File: config.mk
export PLATFORM = sky130hd
export DESIGN_NAME = operand_fetch_stage
export DESIGN_NICKNAME = d
export VERILOG_FILES = /design/src/rtl/operand_fetch_stage.sv
export SDC_FILE = /design/constraint.sdc
export NUM_CORES = 2
export LEC_CHECK = 0
export CORE_MARGIN = 2
export CORE_UTILIZATION = 67
export CTS_CLUSTER_DIAMETER = 100
export DETAILED_ROUTE_END_ITERATION = 16
export PLACE_DENSITY = 0.92
export SLEW_MARGIN = 20
export SYNTH_ARGS = -nofsm -noshare
export SYNTH_HDL_FRONTEND = slang
export SYNTH_SLANG_ARGS = --single-unit
export TNS_END_PERCENT = 10
File: constraint.sdc
create_clock -name clk -period 5.8 [get_ports clk]
set_input_delay 1.16 -clock clk [delete_from_list [all_inputs] [get_ports clk]]
set_output_delay 1.16 -clock clk [all_outputs]
set_load 0.02 [all_outputs]
File: src/rtl/operand_fetch_stage.sv
// Operand fetch stage: owns the 32-entry register file, tracks pending destinations
// in a scoreboard, stalls on RAW/WAW hazards and hands registered operands to execute.
module operand_fetch_stage #(
   parameter int XLEN = 32,
   parameter int NREG = 32,
   parameter int ERRW = 8
) (
   input  logic            clk,
   input  logic            reset,
   input  logic            in_valid,
   output logic            in_ready,
   input  logic [6:0]      opcode,
   input  logic [3:0]      aluop,
   input  logic [4:0]      rs1,
   input  logic [4:0]      rs2,
   input  logic [4:0]      rd,
   input  logic [XLEN-1:0] imm,
   input  logic            hata,
   input  logic            wb_en,
   input  logic [4:0]      wb_rd,
   input  logic [XLEN-1:0] wb_data,
   output logic            out_valid,
   input  logic            out_ready,
   output logic [6:0]      out_opcode,
   output logic [3:0]      out_aluop,
   output logic [4:0]      out_rd,
   output logic [XLEN-1:0] out_op_a,
   output logic [XLEN-1:0] out_op_b,
   output logic [XLEN-1:0] out_imm,
   output logic [ERRW-1:0] err_count
);

   localparam logic [6:0]      OP_R    = 7'b0000001;
   localparam logic [6:0]      OP_I    = 7'b0000011;
   localparam logic [6:0]      OP_U    = 7'b0000111;
   localparam logic [6:0]      OP_B    = 7'b0001111;
   localparam logic [ERRW-1:0] ERR_ONE = {{(ERRW-1){1'b0}}, 1'b1};

   logic [XLEN-1:0] rf_q [NREG];
   logic [NREG-1:0] pending_q, pending_d;
   logic            out_valid_q;
   logic [6:0]      out_opcode_q;
   logic [3:0]      out_aluop_q;
   logic [4:0]      out_rd_q;
   logic [XLEN-1:0] out_op_a_q, out_op_b_q, out_imm_q;
   logic [ERRW-1:0] err_q;

   logic uses_rs1, uses_rs2, writes_rd, known_op;
   logic is_err, wb_hit, eff_wr, rs1_busy, rs2_busy, waw, hazard, issue;
   logic [XLEN-1:0] op_a_d, op_b_d;

   // A used source reads zero for x0, the writeback value when it targets the same
   // register this cycle, otherwise the register file.
   function automatic logic [XLEN-1:0] pick_operand(input logic            used,
                                                    input logic [4:0]      idx,
                                                    input logic [XLEN-1:0] rf_val,
                                                    input logic            bypass_en,
                                                    input logic [4:0]      bypass_rd,
                                                    input logic [XLEN-1:0] bypass_val);
      if (!used || idx == 5'd0)
         return '0;
      if (bypass_en && bypass_rd == idx)
         return bypass_val;
      return rf_val;
   endfunction

   always_comb begin
      uses_rs1  = 1'b0;
      uses_rs2  = 1'b0;
      writes_rd = 1'b0;
      known_op  = 1'b1;
      case (opcode)
         OP_R:    begin uses_rs1 = 1'b1; uses_rs2 = 1'b1; writes_rd = 1'b1; end
         OP_I:    begin uses_rs1 = 1'b1; writes_rd = 1'b1; end
         OP_U:    writes_rd = 1'b1;
         OP_B:    begin uses_rs1 = 1'b1; uses_rs2 = 1'b1; end
         default: known_op = 1'b0;
      endcase
   end

   assign is_err   = in_valid && (hata || !known_op);
   assign wb_hit   = wb_en && (wb_rd != 5'd0);
   assign eff_wr   = writes_rd && (rd != 5'd0);
   assign rs1_busy = uses_rs1 && (rs1 != 5'd0) && pending_q[rs1] && !(wb_hit && wb_rd == rs1);
   assign rs2_busy = uses_rs2 && (rs2 != 5'd0) && pending_q[rs2] && !(wb_hit && wb_rd == rs2);
   assign waw      = eff_wr && pending_q[rd] && !(wb_hit && wb_rd == rd);
   assign hazard   = rs1_busy || rs2_busy || waw;
   // Error instructions are always swallowed, regardless of hazards or backpressure.
   assign in_ready = is_err || (!hazard && (!out_valid_q || out_ready));
   assign issue    = in_valid && in_ready && !is_err;

   assign op_a_d = pick_operand(uses_rs1, rs1, rf_q[rs1], wb_en, wb_rd, wb_data);
   assign op_b_d = pick_operand(uses_rs2, rs2, rf_q[rs2], wb_en, wb_rd, wb_data);

   // Writeback clears first so a same-cycle issue to the same register keeps it pending.
   always_comb begin
      pending_d = pending_q;
      if (wb_hit)
         pending_d[wb_rd] = 1'b0;
      if (issue && eff_wr)
         pending_d[rd] = 1'b1;
   end

   always_ff @(posedge clk) begin
      if (reset) begin
         for (int i = 0; i < NREG; i++)
            rf_q[i] <= '0;
         pending_q    <= '0;
         out_valid_q  <= 1'b0;
         out_opcode_q <= '0;
         out_aluop_q  <= '0;
         out_rd_q     <= '0;
         out_op_a_q   <= '0;
         out_op_b_q   <= '0;
         out_imm_q    <= '0;
         err_q        <= '0;
      end else begin
         if (wb_hit)
            rf_q[wb_rd] <= wb_data;
         pending_q <= pending_d;
         if (issue) begin
            out_valid_q  <= 1'b1;
            out_opcode_q <= opcode;
            out_aluop_q  <= aluop;
            out_rd_q     <= eff_wr ? rd : 5'd0;
            out_op_a_q   <= op_a_d;
            out_op_b_q   <= op_b_d;
            out_imm_q    <= imm;
         end else if (out_ready) begin
            out_valid_q <= 1'b0;
         end
         if (is_err && err_q != '1)
            err_q <= err_q + ERR_ONE;
      end
   end

   assign out_valid  = out_valid_q;
   assign out_opcode = out_opcode_q;
   assign out_aluop  = out_aluop_q;
   assign out_rd     = out_rd_q;
   assign out_op_a   = out_op_a_q;
   assign out_op_b   = out_op_b_q;
   assign out_imm    = out_imm_q;
   assign err_count  = err_q;

endmodule
; ---- Word-level counts from Yosys, hierarchy flattened
; Memories as Yosys holds them, arrays and structs flattened.
; Cells that the tools add are included.
; W data, S select, Z words.
[totals]
regBits = 153
mem_bits_rw = 1024
inputBits = 101
out_inout_bits = 122
wordCells = 120
n_memories = 1
[classes]
n_addsub = 1
n_lt_le_gt_ge = 6
n_eq_ne = 8
n_mux = 41
bitwise_logic = 3
n_reduce_logical = 51
[mem_list]
columns = name, depth, width, rd, rd_clocked_by_memory_dff, write_ports, line
row1 = rf_q, 32, 32, 2, 0, 32, 39  ; logic [XLEN-1:0] rf_q [NREG];
[ops]
columns = cell, n
row1 = $mux W32, 11
row2 = $and A32 B32 Y32, 1
row3 = $not A32 Y32, 1
row4 = $or A32 B32 Y32, 1
row5 = $reduce_or A32 Y1, 1
row6 = $lt A5 B6 Y1 const B, 4
row7 = $logic_and A1 B1 Y1, 23
row8 = $mux W1, 23
row9 = $reduce_bool A5 Y1, 4
row10 = $bmux W1 S5, 3
row11 = $eq A5 B5 Y1, 3
row12 = $demux W1 S5, 2
row13 = $ge A5 B1 Y1 const B, 2
row14 = $logic_not A5 Y1, 2
row15 = $mux W5, 2
row16 = $logic_not A1 Y1, 9
row17 = $add A8 B1 Y8 const B, 1
row18 = $ne A8 B8 Y1 const B, 1
row19 = $eq A7 B1 Y1 const B, 1
row20 = $eq A7 B2 Y1 const B, 1
row21 = $eq A7 B3 Y1 const B, 1
row22 = $eq A7 B4 Y1 const B, 1
row23 = $logic_or A1 B1 Y1, 7
row24 = $reduce_or A3 Y1, 2
row25 = other kinds (3), 3

; ---- Longest topological paths before layout
[logic_depth]
word_depth = 15
mapped_depth = 12
depth_no_buf = 7

; ---- Least setup slack after synthesis
; Ideal clock, no wire load.
[synth_timing]
kind = in2reg
start = input wb_rd[3]
end = memory rf_q[11][0] (enable)
setup_ps = 430
arrival_time_ps = 3687
required_ps = 5370
slack_ps = 1684
stages = 4
path_buffers = 2
cell_sequence = clkbuf_1 or3b_2 clkbuf_1 o21bai_1
[synth_rtl]
columns = element, line
row1 = from (decl), 20  ; input logic [4:0] wb_rd,
row2 = to (decl), 39

; ---- Worst setup path after layout
[layout_timing]
start = input opcode[6]
end = output in_ready
[layout_between]
elab_chain_len = 11
elab_cells_between_ends = 29
classes_between = eq/ne (4) / mux (4) / reduce/logical (21)
[layout_rtl]
columns = element, line
row1 = from (decl), 12  ; input logic [6:0] opcode,
row2 = "$eq A7 B4 Y1, or another cell as far along", 72  ; case (opcode)
row3 = $reduce_or A3 Y1 (no line) / $reduce_or A2 Y1 (equally long branches), --
row4 = $mux W1, 72
row5 = "$logic_and A1 B1 Y1, on equally long branches (3 in series)", "84, 85"
row6 = $logic_or A1 B1 Y1 (2 in series), 87  ; assign hazard = rs1_busy || rs2_busy || waw;
row7 = $logic_not A1 Y1, 89  ; assign in_ready = is_err || (!hazard && (!out_valid_q || out_ready));
row8 = $logic_and A1 B1 Y1, 89
row9 = $logic_or A1 B1 Y1 (*), 89
row10 = to (decl), 11  ; output logic in_ready,
; Mark *: on every way between the ends. The rest lies on a longest branch, timed or not.

==> metrics.log <==
INFO  metric status = finished, final reports clean
INFO  metric vias_per_cell = 7.90
INFO  metric synth-async-reset-ratio = 0
INFO  metric critPathRequiredTime = 4640 ps
INFO  metric placementRows = 111
INFO  metric floorplan.io_pins = 223
INFO  metric synthesis.area = 0.0620 sq mm
INFO  metric power_leakage = 24.6 nW
INFO  metric gr_overflow_total = 0
INFO  metric floorplan.die_area = 0.0950 sq mm
INFO  metric ys_seq_elements = 1,177
INFO  metric fmax = 190 MHz
INFO  metric timing.critical_path.max_delay_family = buffers and inverters
INFO  metric start_kind = primary input
INFO  metric grt_antenna_before_repair = 17
INFO  metric drc_violations = 0
INFO  metric globalplace.congestion = 0.919
INFO  metric max-slew-margin-rel = 0.193
INFO  metric total_of_buffers_placed_on_input_and_output_ports = 222
INFO  metric grt_pass1_wl = 310,000 um
INFO  metric first_pass_iters = 12
INFO  metric synth_enable_flop_cells = 1,024
INFO  metric critPathBufInv = 3
INFO  metric finalCriticalPeriod = 5260 ps
INFO  metric grt_max_degree = 129
INFO  metric total_power = 0.0200 W
INFO  metric first_global_vias = 48,845
INFO  metric layout.cells.most_common_list = sky130_fd_sc_hd__edfxtp_1 (1,024), sky130_fd_sc_hd__and2_1 (997), sky130_fd_sc_hd__mux2i_1 (504), sky130_fd_sc_hd__mux4_2 (269), sky130_fd_sc_hd__clkdlybuf4s50_1 (208)
INFO  metric buffer_type_at_the_clock_tree_root = sky130_fd_sc_hd__clkbuf_16
INFO  metric clkSinkCount = 1,177
INFO  metric drt-wirelength-per-cell = 35.5 um
INFO  metric initial_core_util = 0.677
INFO  metric cap_violations = 0
INFO  metric groute.usage.overall = 0.451
INFO  metric setup-violations-final = 0
INFO  metric timing.critical_path.cells = clkdlybuf4s50_1 -> or4b_4 -> a221oi_1 -> o31ai_1 -> a2111oi_1 -> buf_4 -> a41oi_1 -> nand3_1 -> nand2_1 -> clkdlybuf4s50_1
INFO  metric floorplan.die.height = 308 um
INFO  metric setup_tns = 0 ps
INFO  metric hold_path.class = flip-flop to flip-flop
INFO  metric final_max_slew_viol_count = 0
INFO  metric postSynthCellCount = 4,723
INFO  metric cellPowerDensity = 287 mW/mm^2
INFO  metric number_of_buffers_created_by_cts = 118
INFO  metric synth.yosys.warnings = 0
INFO  metric rsz0062_at_grt = no
INFO  metric syn_avg_cell_area = 13.1 sq um
INFO  metric synth-seq-area-share = 0.545
INFO  metric ant_nets = 0
INFO  metric cts_tree = yes
INFO  metric critPathSlowestCell = sky130_fd_sc_hd__or4b_4
INFO  metric cp_slowest_stage_delay = 590 ps
INFO  metric routed_wl = 215,000 um
INFO  metric timing_hold_violations_final = 0
INFO  metric layout_commonest_cell = sky130_fd_sc_hd__edfxtp_1
INFO  metric first_iter_violations = 9,562
INFO  metric clk_pin_slew_worst_paths = 60 ps
INFO  metric layout-area-overhead-vs-synth = 12.1%
INFO  metric final_nets = 4,862
INFO  metric path_common_cell = sky130_fd_sc_hd__clkdlybuf4s50_1
INFO  metric post_cts_hold_buffer_count = 0
INFO  metric clockBufferDepth = 3
INFO  metric via_count = 47,950
INFO  metric skew = 40.4 ps
INFO  metric setup.worst_path.end_class = primary output
INFO  metric cts_setup_buffers = 0
INFO  metric yosys.cell_types.count = 63
INFO  metric hpwlAfterDp = 119,000 um
INFO  metric cts_repair_resized_insts = 0
INFO  metric yosys_most_used_dff = sky130_fd_sc_hd__edfxtp_1
INFO  metric h-tree-depth = 3
INFO  metric share_of_final_layout_standard_cells_stronger_than_drive_strength_1 = 0.159
INFO  metric worst-slew-pin-transition = 1210 ps
INFO  metric clkLatencyLatePin = 740 ps
INFO  metric min_period_over_period = 0.906
INFO  metric dieWidth = 308 um
INFO  metric core = 0.0917 sq mm
INFO  metric worst-endpoint-arrival = 4100 ps
INFO  metric cp_max_fo = 5
INFO  metric worst-setup-path-type = primary input to primary output
INFO  metric power.ir.vdd_worst = 0.000311 V
[cell usage after synthesis, types with 14 or more instances]
cell / instances / area share
sky130_fd_sc_hd__a211oi_1: 14 / 0.0017
sky130_fd_sc_hd__a21oi_1: 96 / 0.0077
sky130_fd_sc_hd__a221oi_1: 195 / 0.028
sky130_fd_sc_hd__a22oi_1: 128 / 0.015
sky130_fd_sc_hd__and2_1: 999 / 0.10
sky130_fd_sc_hd__buf_1: 35 / 0.0021
sky130_fd_sc_hd__buf_2: 55 / 0.0044
sky130_fd_sc_hd__clkbuf_1: 372 / 0.023
sky130_fd_sc_hd__dfxtp_1: 153 / 0.049
sky130_fd_sc_hd__edfxtp_1: 1024 / 0.50
sky130_fd_sc_hd__inv_1: 35 / 0.0021
sky130_fd_sc_hd__mux2_2: 75 / 0.014
sky130_fd_sc_hd__mux2i_1: 504 / 0.081
sky130_fd_sc_hd__mux4_2: 269 / 0.098
sky130_fd_sc_hd__nand2_1: 26 / 0.0016
sky130_fd_sc_hd__nand3_1: 16 / 0.0013
sky130_fd_sc_hd__nand3b_1: 36 / 0.0044
sky130_fd_sc_hd__nor2_1: 189 / 0.011
sky130_fd_sc_hd__o2111ai_1: 21 / 0.0030
sky130_fd_sc_hd__o211ai_1: 132 / 0.016
sky130_fd_sc_hd__o21ai_0: 97 / 0.0078
sky130_fd_sc_hd__o21bai_1: 53 / 0.0064
sky130_fd_sc_hd__o22ai_1: 35 / 0.0035
sky130_fd_sc_hd__o2bb2ai_1: 32 / 0.0045
[stage by stage]
step	cells	area [sq um]	hold slack, ps	utilization	worst slack [ps]
2_1_floorplan	4754	62100	468	-	1680
3_3_place_gp	5826	65700	442	0.716	565
3_5_place_dp	5826	65700	446	0.716	570
4_1_cts	6047	69500	465	0.758	554
5_1_grt	6052	69500	490	0.758	405
6_report	6067	69500	461	0.759	544
[logic make-up after synthesis]
kind of cell | synth area share
buffers and inverters | 0.0336
AO/OA/AOI/OAI | 0.0976
AND/OR/NAND/NOR | 0.128
multiplexers | 0.193
XOR/XNOR | 0.00311
adder cells (fa/ha/maj) | 0.000202
other | 0.0000605
flip-flops | 0.545
[metal layers]
metal / GRT usage / up-vias / wire length [um]
li1: - / 18105 / -
met1: 0.522 / 22484 / 63300
met2: 0.662 / 5509 / 92700
met3: 0.186 / 1844 / 37500
met4: 0.363 / 8 / 21800
met5: 0 / - / 57
[final cells by class]
type,instances,area [sq um]
multi-input cells,3064,26700
clock inverters,62,509
flip-flops and latches,1177,33800
well taps,1186,1480
inverters,35,133
diodes,20,50.0
clock buffers,159,3340
fillers,5027,22100
repair buffers,364,3500
[state kept, by name, indices dropped and copies added (netlist names)]
name	flops
out_rd	5
out_op_a	32
err_count	8
out_valid	1
pending_q	32
out_aluop	4
rf_q	1024
out_imm	32
out_opcode	7
out_op_b	32
[where the power goes]
| part | internal (W) | total, W | leakage [nW] | switching [W] |
|---|---|---|---|---|
| Clock | 0.00434 | 0.00775 | 1.91 | 0.00341 |
| Combinational | 0.000870 | 0.00232 | 11.7 | 0.00145 |
| Sequential | 0.00962 | 0.00988 | 11.0 | 0.000255 |
| Total | 0.0148 | 0.0200 | 24.6 | 0.00512 |
[final timing paths]
check,from,end,slack [ps],depth (start not counted)
min reg2reg,out_opcode[6],out_opcode[6],460,1
max,opcode[6],in_ready,540,10
max reg2reg,pending_q[3],pending_q[7],2500,8
min,out_opcode[6],out_opcode[6],460,1
Power figures use the tool's default switching activity.
